==> src/rtl/mem_path_defs.vh <==
// Destination tag encodings shared by the memory request issuer and the response path.
`ifndef MEM_PATH_DEFS_VH
`define MEM_PATH_DEFS_VH
localparam logic TAG_IF  = 1'b0;
localparam logic TAG_MEM = 1'b1;
`endif

==> src/rtl/mem_resp_demux_pkg.sv <==
// Shared types for the memory response demultiplexer: destination enum and a readiness helper.
package mem_resp_demux_pkg;
  `include "mem_path_defs.vh"

  typedef enum logic {
    DST_IF  = TAG_IF,
    DST_MEM = TAG_MEM
  } dst_e;

  // A 1-entry output register can take a new word if it is empty or draining this cycle.
  function automatic logic dst_free(input logic valid, input logic ready);
    return !valid || ready;
  endfunction
endpackage

==> src/rtl/mem_resp_demux_tag_fifo.sv <==
// 1-bit tag FIFO with wrap pointers (extra MSB) distinguishing full from empty.
module tag_fifo #(
  parameter int DEPTH = 4
) (
  input  logic                     clk,
  input  logic                     rst,
  input  logic                     push,
  input  logic                     push_tag,
  input  logic                     pop,
  output logic                     head,
  output logic                     full,
  output logic                     empty,
  output logic [$clog2(DEPTH):0]   count
);
  localparam int AW = $clog2(DEPTH);

  logic [AW:0] wr_ptr;
  logic [AW:0] rd_ptr;
  logic        tags [DEPTH];
  logic        do_push;
  logic        do_pop;

  assign count   = wr_ptr - rd_ptr;
  assign full    = (count == (AW+1)'(DEPTH));
  assign empty   = (wr_ptr == rd_ptr);
  assign head    = tags[rd_ptr[AW-1:0]];
  assign do_push = push && !full;
  assign do_pop  = pop && !empty;

  // NOTE: sequential state uses non-blocking (<=) so every flop samples pre-edge values.
  always_ff @(posedge clk) begin
    if (!rst) begin
      wr_ptr <= '0;
      rd_ptr <= '0;
    end else begin
      if (do_push) wr_ptr <= wr_ptr + 1'b1;
      if (do_pop)  rd_ptr <= rd_ptr + 1'b1;
    end
  end

  // NOTE: tag storage is deliberately not reset; pointers alone define which entries are live.
  always_ff @(posedge clk) begin
    if (do_push) tags[wr_ptr[AW-1:0]] <= push_tag;
  end
endmodule

==> src/rtl/mem_resp_demux.sv <==
// Steers memory read data to the IF or MEM consumer using in-order tags recorded at request time.
module mem_resp_demux
  import mem_resp_demux_pkg::*;
#(
  parameter int N     = 32,
  parameter int DEPTH = 4
) (
  input  logic                   clk,
  input  logic                   rst,
  input  logic                   req_push,
  input  logic                   req_tag,
  output logic                   tag_full,
  output logic [$clog2(DEPTH):0] outstanding,
  input  logic                   resp_valid,
  input  logic [N-1:0]           resp_data,
  output logic                   resp_ready,
  output logic                   if_valid,
  output logic [N-1:0]           if_data,
  input  logic                   if_ready,
  output logic                   mem_valid,
  output logic [N-1:0]           mem_data,
  input  logic                   mem_ready,
  output logic                   err_overflow,
  output logic                   err_orphan
);
  logic head_raw;
  dst_e head;
  logic empty;
  logic head_free;
  logic accept;
  logic load_if;
  logic load_mem;

  tag_fifo #(.DEPTH(DEPTH)) u_tag_fifo (
    .clk      (clk),
    .rst      (rst),
    .push     (req_push),
    .push_tag (req_tag),
    .pop      (accept),
    .head     (head_raw),
    .full     (tag_full),
    .empty    (empty),
    .count    (outstanding)
  );

  assign head = dst_e'(head_raw);

  // Only the head destination's readiness matters; the other one may stall freely.
  always_comb begin
    head_free = 1'b0;
    case (head)
      DST_IF:  head_free = dst_free(if_valid, if_ready);
      DST_MEM: head_free = dst_free(mem_valid, mem_ready);
      default: head_free = 1'b0;
    endcase
  end

  assign resp_ready = !empty && head_free;
  assign accept     = resp_valid && resp_ready;
  assign load_if    = accept && (head == DST_IF);
  assign load_mem   = accept && (head == DST_MEM);

  // Reload wins over drain so a word can leave and arrive in the same cycle.
  always_ff @(posedge clk) begin
    if (!rst) begin
      if_valid <= 1'b0;
      if_data  <= '0;
    end else if (load_if) begin
      if_valid <= 1'b1;
      if_data  <= resp_data;
    end else if (if_ready) begin
      if_valid <= 1'b0;
    end
  end

  always_ff @(posedge clk) begin
    if (!rst) begin
      mem_valid <= 1'b0;
      mem_data  <= '0;
    end else if (load_mem) begin
      mem_valid <= 1'b1;
      mem_data  <= resp_data;
    end else if (mem_ready) begin
      mem_valid <= 1'b0;
    end
  end

  always_ff @(posedge clk) begin
    if (!rst) begin
      err_overflow <= 1'b0;
      err_orphan   <= 1'b0;
    end else begin
      if (req_push && tag_full) err_overflow <= 1'b1;
      if (resp_valid && empty)  err_orphan   <= 1'b1;
    end
  end
endmodule

==> config.mk <==
export PLATFORM = sky130hd
export DESIGN_NAME = mem_resp_demux
export DESIGN_NICKNAME = d
export VERILOG_FILES = /design/src/rtl/mem_resp_demux_pkg.sv /design/src/rtl/mem_resp_demux_tag_fifo.sv /design/src/rtl/mem_resp_demux.sv
export VERILOG_INCLUDE_DIRS = /design/src /design/src/rtl
export SDC_FILE = /design/constraint.sdc
export NUM_CORES = 1
export LEC_CHECK = 0
export BUFFER_PORTS_ARGS = -buffer_cell sky130_fd_sc_hd__buf_2
export CORE_MARGIN = 4
export CORE_UTILIZATION = 45
export CTS_CLUSTER_DIAMETER = 80
export DETAILED_ROUTE_END_ITERATION = 12
export PLACE_DENSITY = 0.8
export SLEW_MARGIN = 20
export SYNTH_ARGS = -nofsm -noshare
export SYNTH_HDL_FRONTEND = slang
export SYNTH_HIERARCHICAL = 1
export SYNTH_SLANG_ARGS = --single-unit
==> constraint.sdc <==
create_clock -name clk -period 1.9 [get_ports clk]
set_input_delay 0.285 -clock clk [delete_from_list [all_inputs] [get_ports clk]]
set_output_delay 0.285 -clock clk [all_outputs]
set_load 0.005 [all_outputs]
==> metrics.yaml, run 1 <==
timing:
  rsz0062_at_grt: "true"
  finalSetupViolCount: 31
  worst_slack_ns: -0.248
  layout_min_cycle_time_ns: 2.15
  worst_slew_pin_slew_ns: 0.568
  worst_hold_slack_ns: 0.146
  timing.final.crit_share_pct: 113
  hold_viol_final: 0
  fmax_ghz: 0.466
  clock_skew_ns: 0.0173
  slew_viol_final: 0
  fin_tns_setup_ns: -1.53
  relSlewSlack_pct: 62.2
worst_setup_path:
  reg2regPathDepth: 10
  crit_path_cell_trace: "inv_2 > ha_4 > inv_2 > fa_1 > and2b_2 > nand2_4 > inv_2 > buf_6"
  max_stage_delay_ns: 0.49
  endpoint_kind: "output pin"
  r2r_start: "u_tag_fifo/wr_ptr[0]"
  rrSetupSlack_ns: -0.17
  crit_path_frequent_cell: "inv_2"
  cp_top_family: "adder cells"
  worstPathRequired_ns: 1.62
  critPathArrivalTime_ns: 1.86
  startpoint_type: "register"
  cp_max_fo: 2
  cp_slowest_cell: "fa_1"
  reg2reg_to: "u_tag_fifo/wr_ptr[2]"
  timing.critical_path.buf_inv: 4
  critPathKind: "register to output pin"
global_route:
  grt_pass1_wl_um: 11900
  antenna_found_initial: 0
  overflow: 0
  grt_pass1_vias: 2515
  grt_max_degree: 63
  grt_usage_pct: 17.2
power:
  internal_power_w: 0.00316
  p_sw_w: 0.00102
  pwr-share-comb_pct: 18.8
  p_per_area_nw_per_um2: 922
  total_power_w: 0.00418
  power_frac_seq_pct: 44.2
  ir_worst_vdd_v: 0.000455
  p_leak_nw: 2.30
  pwr-share-clk_pct: 37.1
  switching_share_pct: 24.3
run_status:
  failed_checks: "setup timing"
  status: "finished with violations"
min_path:
  min_from: "req_tag"
  hold_depth: 1
  hold_class: "input port to register"
  whs_endpoint: "u_tag_fifo/tags[2]"
floorplanning:
  design.die.area_um2: 8720
  die_width_um: 93.4
  initial_core_util_pct: 47.2
  core-area_um2: 6940
  fp-row-count: 30
  die_h_um: 93.4
  ios: 112
route:
  ant_nets: 0
  dr_total_vias: 2634
  drtPass1Iterations: 5
  viasPerCell: 4.77
  routed_wl_um: 7860
  drc: 0
  wire_per_inst_um: 14.2
  drt-initial-drc-count: 67
cells_and_area:
  multi_input_area_um2: 1530
  nets: 498
  fillCellCount: 542
  final_util_pct: 65.3
  register_area_um2: 1650
  design_area_um2: 4530
  drive_gt1_share_pct: 39.7
  num_antenna_cells: 0
  area_growth_pct: 38.2
clocking:
  hold_buffers: 0
  cts_tree: "yes"
  h-tree-depth: 3
  cts-root-buf: "clkbuf_8"
  clk_pin_slew_ns: 0.09
  cts_buffer_depth: 2
  clock_sinks: 80
  insertion_delay_ns: 0.35
  numCtsBuffers: 9
synthesis:
  syn_avg_cell_area_um2: 10.3
  synth.largest_area_cell: "dfxtp_1"
  yosysUniqueCellTypes: 35
  synth_cells: 317
  async_flop_share_pct: 0
  synth_ff_type: "dfxtp_1"
  synth.area.top_cells: "dfxtp_1 (46%), mux2i_1 (20%), nand2_1 (12%)"
  ys_seq_elements: 80
  synth_common_cells: "nand2_1 (101), dfxtp_1 (76), mux2i_1 (66)"
  synthesis.nets: 364
  yosys_warnings: 6
  syn_area_um2: 3280
  yosysMostFrequentCell: "nand2_1"
  ys_seq_area_share_pct: 50.0
  synth_top_area_share_pct: 46.4
  synth-edff-count: 4
placement:
  place_area_um2: 3940
  gp_congestion: 0.782
  hpwlAfterDp_um: 5020
  place.port_buffers: 111
flow_run:
  maxCapViolCount: 0
## metrics by stage
stage / setup slack (ns) / std cells
6_report: -0.248 / 552
5_1_grt: -0.325 / 552
4_1_cts: -0.265 / 543
3_5_place_dp: -0.0648 / 520
3_3_place_gp: 0.00874 / 520
2_1_floorplan: 0.00914 / 317
## repair_timing
action	in CTS	in global routing
gates cloned	2	3
endpoints found under the setup margin	60	80
buffers inserted	5	7
pin swaps	6	8
resized for setup	17	16
endpoints found under the hold margin	0	0
## worst reg2reg max path, cell delays in order, from the launching register on
cell     delay, ns
dfxtp_2       0.33
inv_2         0.07
ha_4          0.12
inv_2         0.03
fa_1          0.49
and2b_2       0.25
buf_4         0.14
buf_6         0.11
a21oi_4       0.18
xor2_1        0.08
and2_1        0.15
## worst max path at each step
stage / cells past startpoint / to / slack [ns] / from
after floorplan: 7 / register / 0.009 / register
after global placement: 9 / u_tag_fifo/rd_ptr[0] / 0.009 / u_tag_fifo/rd_ptr[1]
after detailed placement: 9 / register / -0.06 / u_tag_fifo/rd_ptr[1]
after CTS: 8 / tag_full / -0.26 / u_tag_fifo/wr_ptr[0]
after global routing: 8 / tag_full / -0.32 / u_tag_fifo/wr_ptr[0]
final: 8 / tag_full / -0.25 / u_tag_fifo/wr_ptr[0]
## registers in the layout (all words and copies together), names as in the netlist, named ones only
signal / cells
u_tag_fifo/wr_ptr: 3
u_tag_fifo/tags: 4
mem_valid: 1
if_valid: 1
err_orphan: 1
u_tag_fifo/rd_ptr: 3
err_overflow: 1
if_data: 32
mem_data: 32
## power groups by stage
stage	combinational, W	sequential (W)	clock, W
6_report	0.000785	0.00184	0.00155
3_3_place_gp	0.000583	0.00188	0
2_1_floorplan	0.000362	0.00189	0
3_5_place_dp	0.000597	0.00188	0
4_1_cts	0.000680	0.00184	0.00157
5_1_grt	0.000850	0.00186	0.00166
## layer usage
layer  wire length, µm  up-vias  global-route usage [%]  share of wire [%]
li1                  -     1310                       -                  -
met1              3380     1229                    20.8                 43
met2              3820       87                    28.4                 49
met3               551        8                    4.83                7.0
met4               101        0                    7.69                1.3
met5                 0        -                       0                  0
## cell type report
| type | count | share of cell area (%) |
|---|---|---|
| Clock buffer | 11 | 3.34 |
| Clock inverter | 5 | 2.26 |
| Inverter | 7 | 0.580 |
| Multi-Input combinational cell | 211 | 33.7 |
| Sequential cell | 80 | 36.3 |
| Tap cell | 96 | 2.65 |
| Timing Repair Buffer | 142 | 21.2 |
## kinds of logic after synthesis
family | Yosys count | synth area share [%]
xor gates and xnor gates | 5 | 1.79
buffers and inverters | 26 | 5.53
adders and majority gates | 8 | 3.28
and+or+nand+nor | 121 | 16.3
DFF | 80 | 50.0
muxes | 67 | 20.8
AOI/OAI and AO/OA | 10 | 2.25
## cell usage in the layout, fill, tap and decap left out, drive strengths merged
master,n
nand4b,1
clkinvlp,1
fa,1
a21boi,1
clkinv,1
nor2,1
and2,5
edfxtp,4
nor2b,4
inv,7
ha,7
bufinv,3
buf,139
and3,4
dfxtp,76
xnor3,1
a211oi,1
and2b,1
o21ai,1
nor4b,1
clkbuf,14
o211ai,1
nand2b,1
mux4,1
and3b,1
nand2,102
o21a,2
xnor2,2
xor2,2
mux2i,66
a21oi,4
(Power assumes the default switching activity.)
==> run 2, diff against run 1 <==
--- a/config.mk
+++ b/config.mk
@@ -7,6 +7,7 @@
 export NUM_CORES = 1
 export LEC_CHECK = 0
 export BUFFER_PORTS_ARGS = -buffer_cell sky130_fd_sc_hd__buf_2
+export CORE_ASPECT_RATIO = 1.4
 export CORE_MARGIN = 4
 export CORE_UTILIZATION = 45
 export CTS_CLUSTER_DIAMETER = 80
==> metrics.yaml, run 2 (synthesis results as in run 1) <==
run_status:
  status: "finished with violations"
  failed_checks: "setup timing"
worst_setup_path:
  worstPathRequired_ns: 1.62
  startpoint_type: "register"
  critPathKind: "register to output pin"
  crit_path_cell_trace: "inv_2 > ha_4 > inv_2 > fa_1 > and2b_2 > nand2_4 > inv_2 > buf_6"
  crit_path_frequent_cell: "inv_2"
  cp_max_fo: 2
  cp_top_family: "adder cells"
  critPathArrivalTime_ns: 1.85
  max_stage_delay_ns: 0.49
  endpoint_kind: "output pin"
  cp_slowest_cell: "fa_1"
  timing.critical_path.buf_inv: 4
clocking:
  cts_tree: "yes"
  hold_buffers: 0
  cts_buffer_depth: 2
  numCtsBuffers: 9
  insertion_delay_ns: 0.34
  cts-root-buf: "clkbuf_8"
  clk_pin_slew_ns: 0.08
  clock_sinks: 80
  h-tree-depth: 3
placement:
  gp_congestion: 0.767
  place_area_um2: 3930
  place.port_buffers: 111
  hpwlAfterDp_um: 5190
global_route:
  antenna_found_initial: 1
  overflow: 0
  met1_usage_pct: 19.2
  grt_pass1_wl_um: 11800
  grt.busiest_layer: "met2"
  grt_pass1_vias: 2544
  grt_max_degree: 109
  grt_usage_pct: 17.4
  met2_usage_pct: 30.2
  met3_usage_pct: 5.45
floorplanning:
  initial_core_util_pct: 46.7
  core-area_um2: 7030
  design.die.area_um2: 8740
  die_width_um: 80.2
  fp-row-count: 36
  die_h_um: 109
  ios: 112
power:
  internal_power_w: 0.00275
  p_leak_nw: 2.19
  p_per_area_nw_per_um2: 865
  switching_share_pct: 26.1
  ir_worst_vdd_v: 0.000699
  p_sw_w: 0.000973
  power_frac_seq_pct: 49.5
  pwr-share-comb_pct: 18.3
  pwr-share-clk_pct: 32.1
cells_and_area:
  design_area_um2: 4300
  final_cell_mix: "buf_2 (110), nand2_1 (100), dfxtp_1 (74)"
  layout_commonest_cell: "buf_2"
  num_antenna_cells: 0
  area_growth_pct: 31.0
  nets: 490
  drive_gt1_share_pct: 37.5
route:
  drtPass1Iterations: 5
  ant_nets: 0
  routed_wl_um: 7470
  drc: 0
  dr_total_vias: 2578
  wire_per_inst_um: 13.8
  drt-initial-drc-count: 85
  viasPerCell: 4.75
timing:
  worst_slack_ns: -0.234
  slew_viol_final: 0
  worst_slew_pin_slew_ns: 0.425
  fin_tns_setup_ns: -0.915
  clock_skew_ns: 0.00845
  hold_viol_final: 0
  rsz0062_at_grt: "true"
  finalSetupViolCount: 14
  layout_min_cycle_time_ns: 2.13
  relSlewSlack_pct: 71.7
  timing.final.crit_share_pct: 112
  fmax_ghz: 0.469
flow_run:
  maxCapViolCount: 0
min_path:
  hold_class: "input port to register"
==> run 2: power groups by stage <==
| stage | Combinational (W) | Sequential (W) | Clock [W] |
|---|---|---|---|
| CTS | 0.000631 | 0.00184 | 0.00123 |
| detailed placement | 0.000581 | 0.00188 | 0 |
| global placement | 0.000568 | 0.00188 | 0 |
| finish | 0.000682 | 0.00184 | 0.00120 |
| floorplan | 0.000362 | 0.00189 | 0 |
| global route | 0.000751 | 0.00186 | 0.00130 |
==> run 2: final timing paths <==
kind                                      startpoint                   end  slack, ns  cells after the start
worst max register to register  u_tag_fifo/wr_ptr[0]  u_tag_fifo/wr_ptr[2]      -0.14                     10
worst min register to register           mem_data[5]           mem_data[5]       0.46                      2
worst max-delay path            u_tag_fifo/wr_ptr[0]              tag_full      -0.23                      8
worst min-delay path                         req_tag    u_tag_fifo/tags[1]       0.16                      1
==> run 2: layout make-up <==
type	instances	area, µm²
clock buffer	10	128
clock inverter	6	60.1
fill	616	2730
inverter	7	26.3
multi-input combinational	211	1500
sequential	80	1640
tap	95	119
timing repair buffer	134	818
==> run 2: metal layers <==
| layer | up-vias | wire length (µm) |
|---|---|---|
| met5 | - | 13 |
| met4 | 2 | 206 |
| met1 | 1181 | 2920 |
| li1 | 1296 | - |
| met2 | 80 | 3900 |
| met3 | 19 | 431 |
==> run 2: timing repair <==
action	4_1_cts	5_1_grt
pin swaps	8	3
resized for setup	14	4
setup endpoints to repair	34	79
gates cloned	1	2
setup buffers	5	4
==> run 2: metrics by stage <==
step	power [W]	std cells	setup WS, ns	utilization [%]	hold WS (ns)
2_1_floorplan	0.00225	317	0.00914	-	0.384
3_3_place_gp	0.00245	515	-0.000369	55.9	0.441
3_5_place_dp	0.00246	515	-0.0457	55.9	0.446
4_1_cts	0.00370	537	-0.278	59.8	0.148
5_1_grt	0.00391	543	-0.317	61.2	0.146
6_report	0.00372	543	-0.234	61.2	0.161
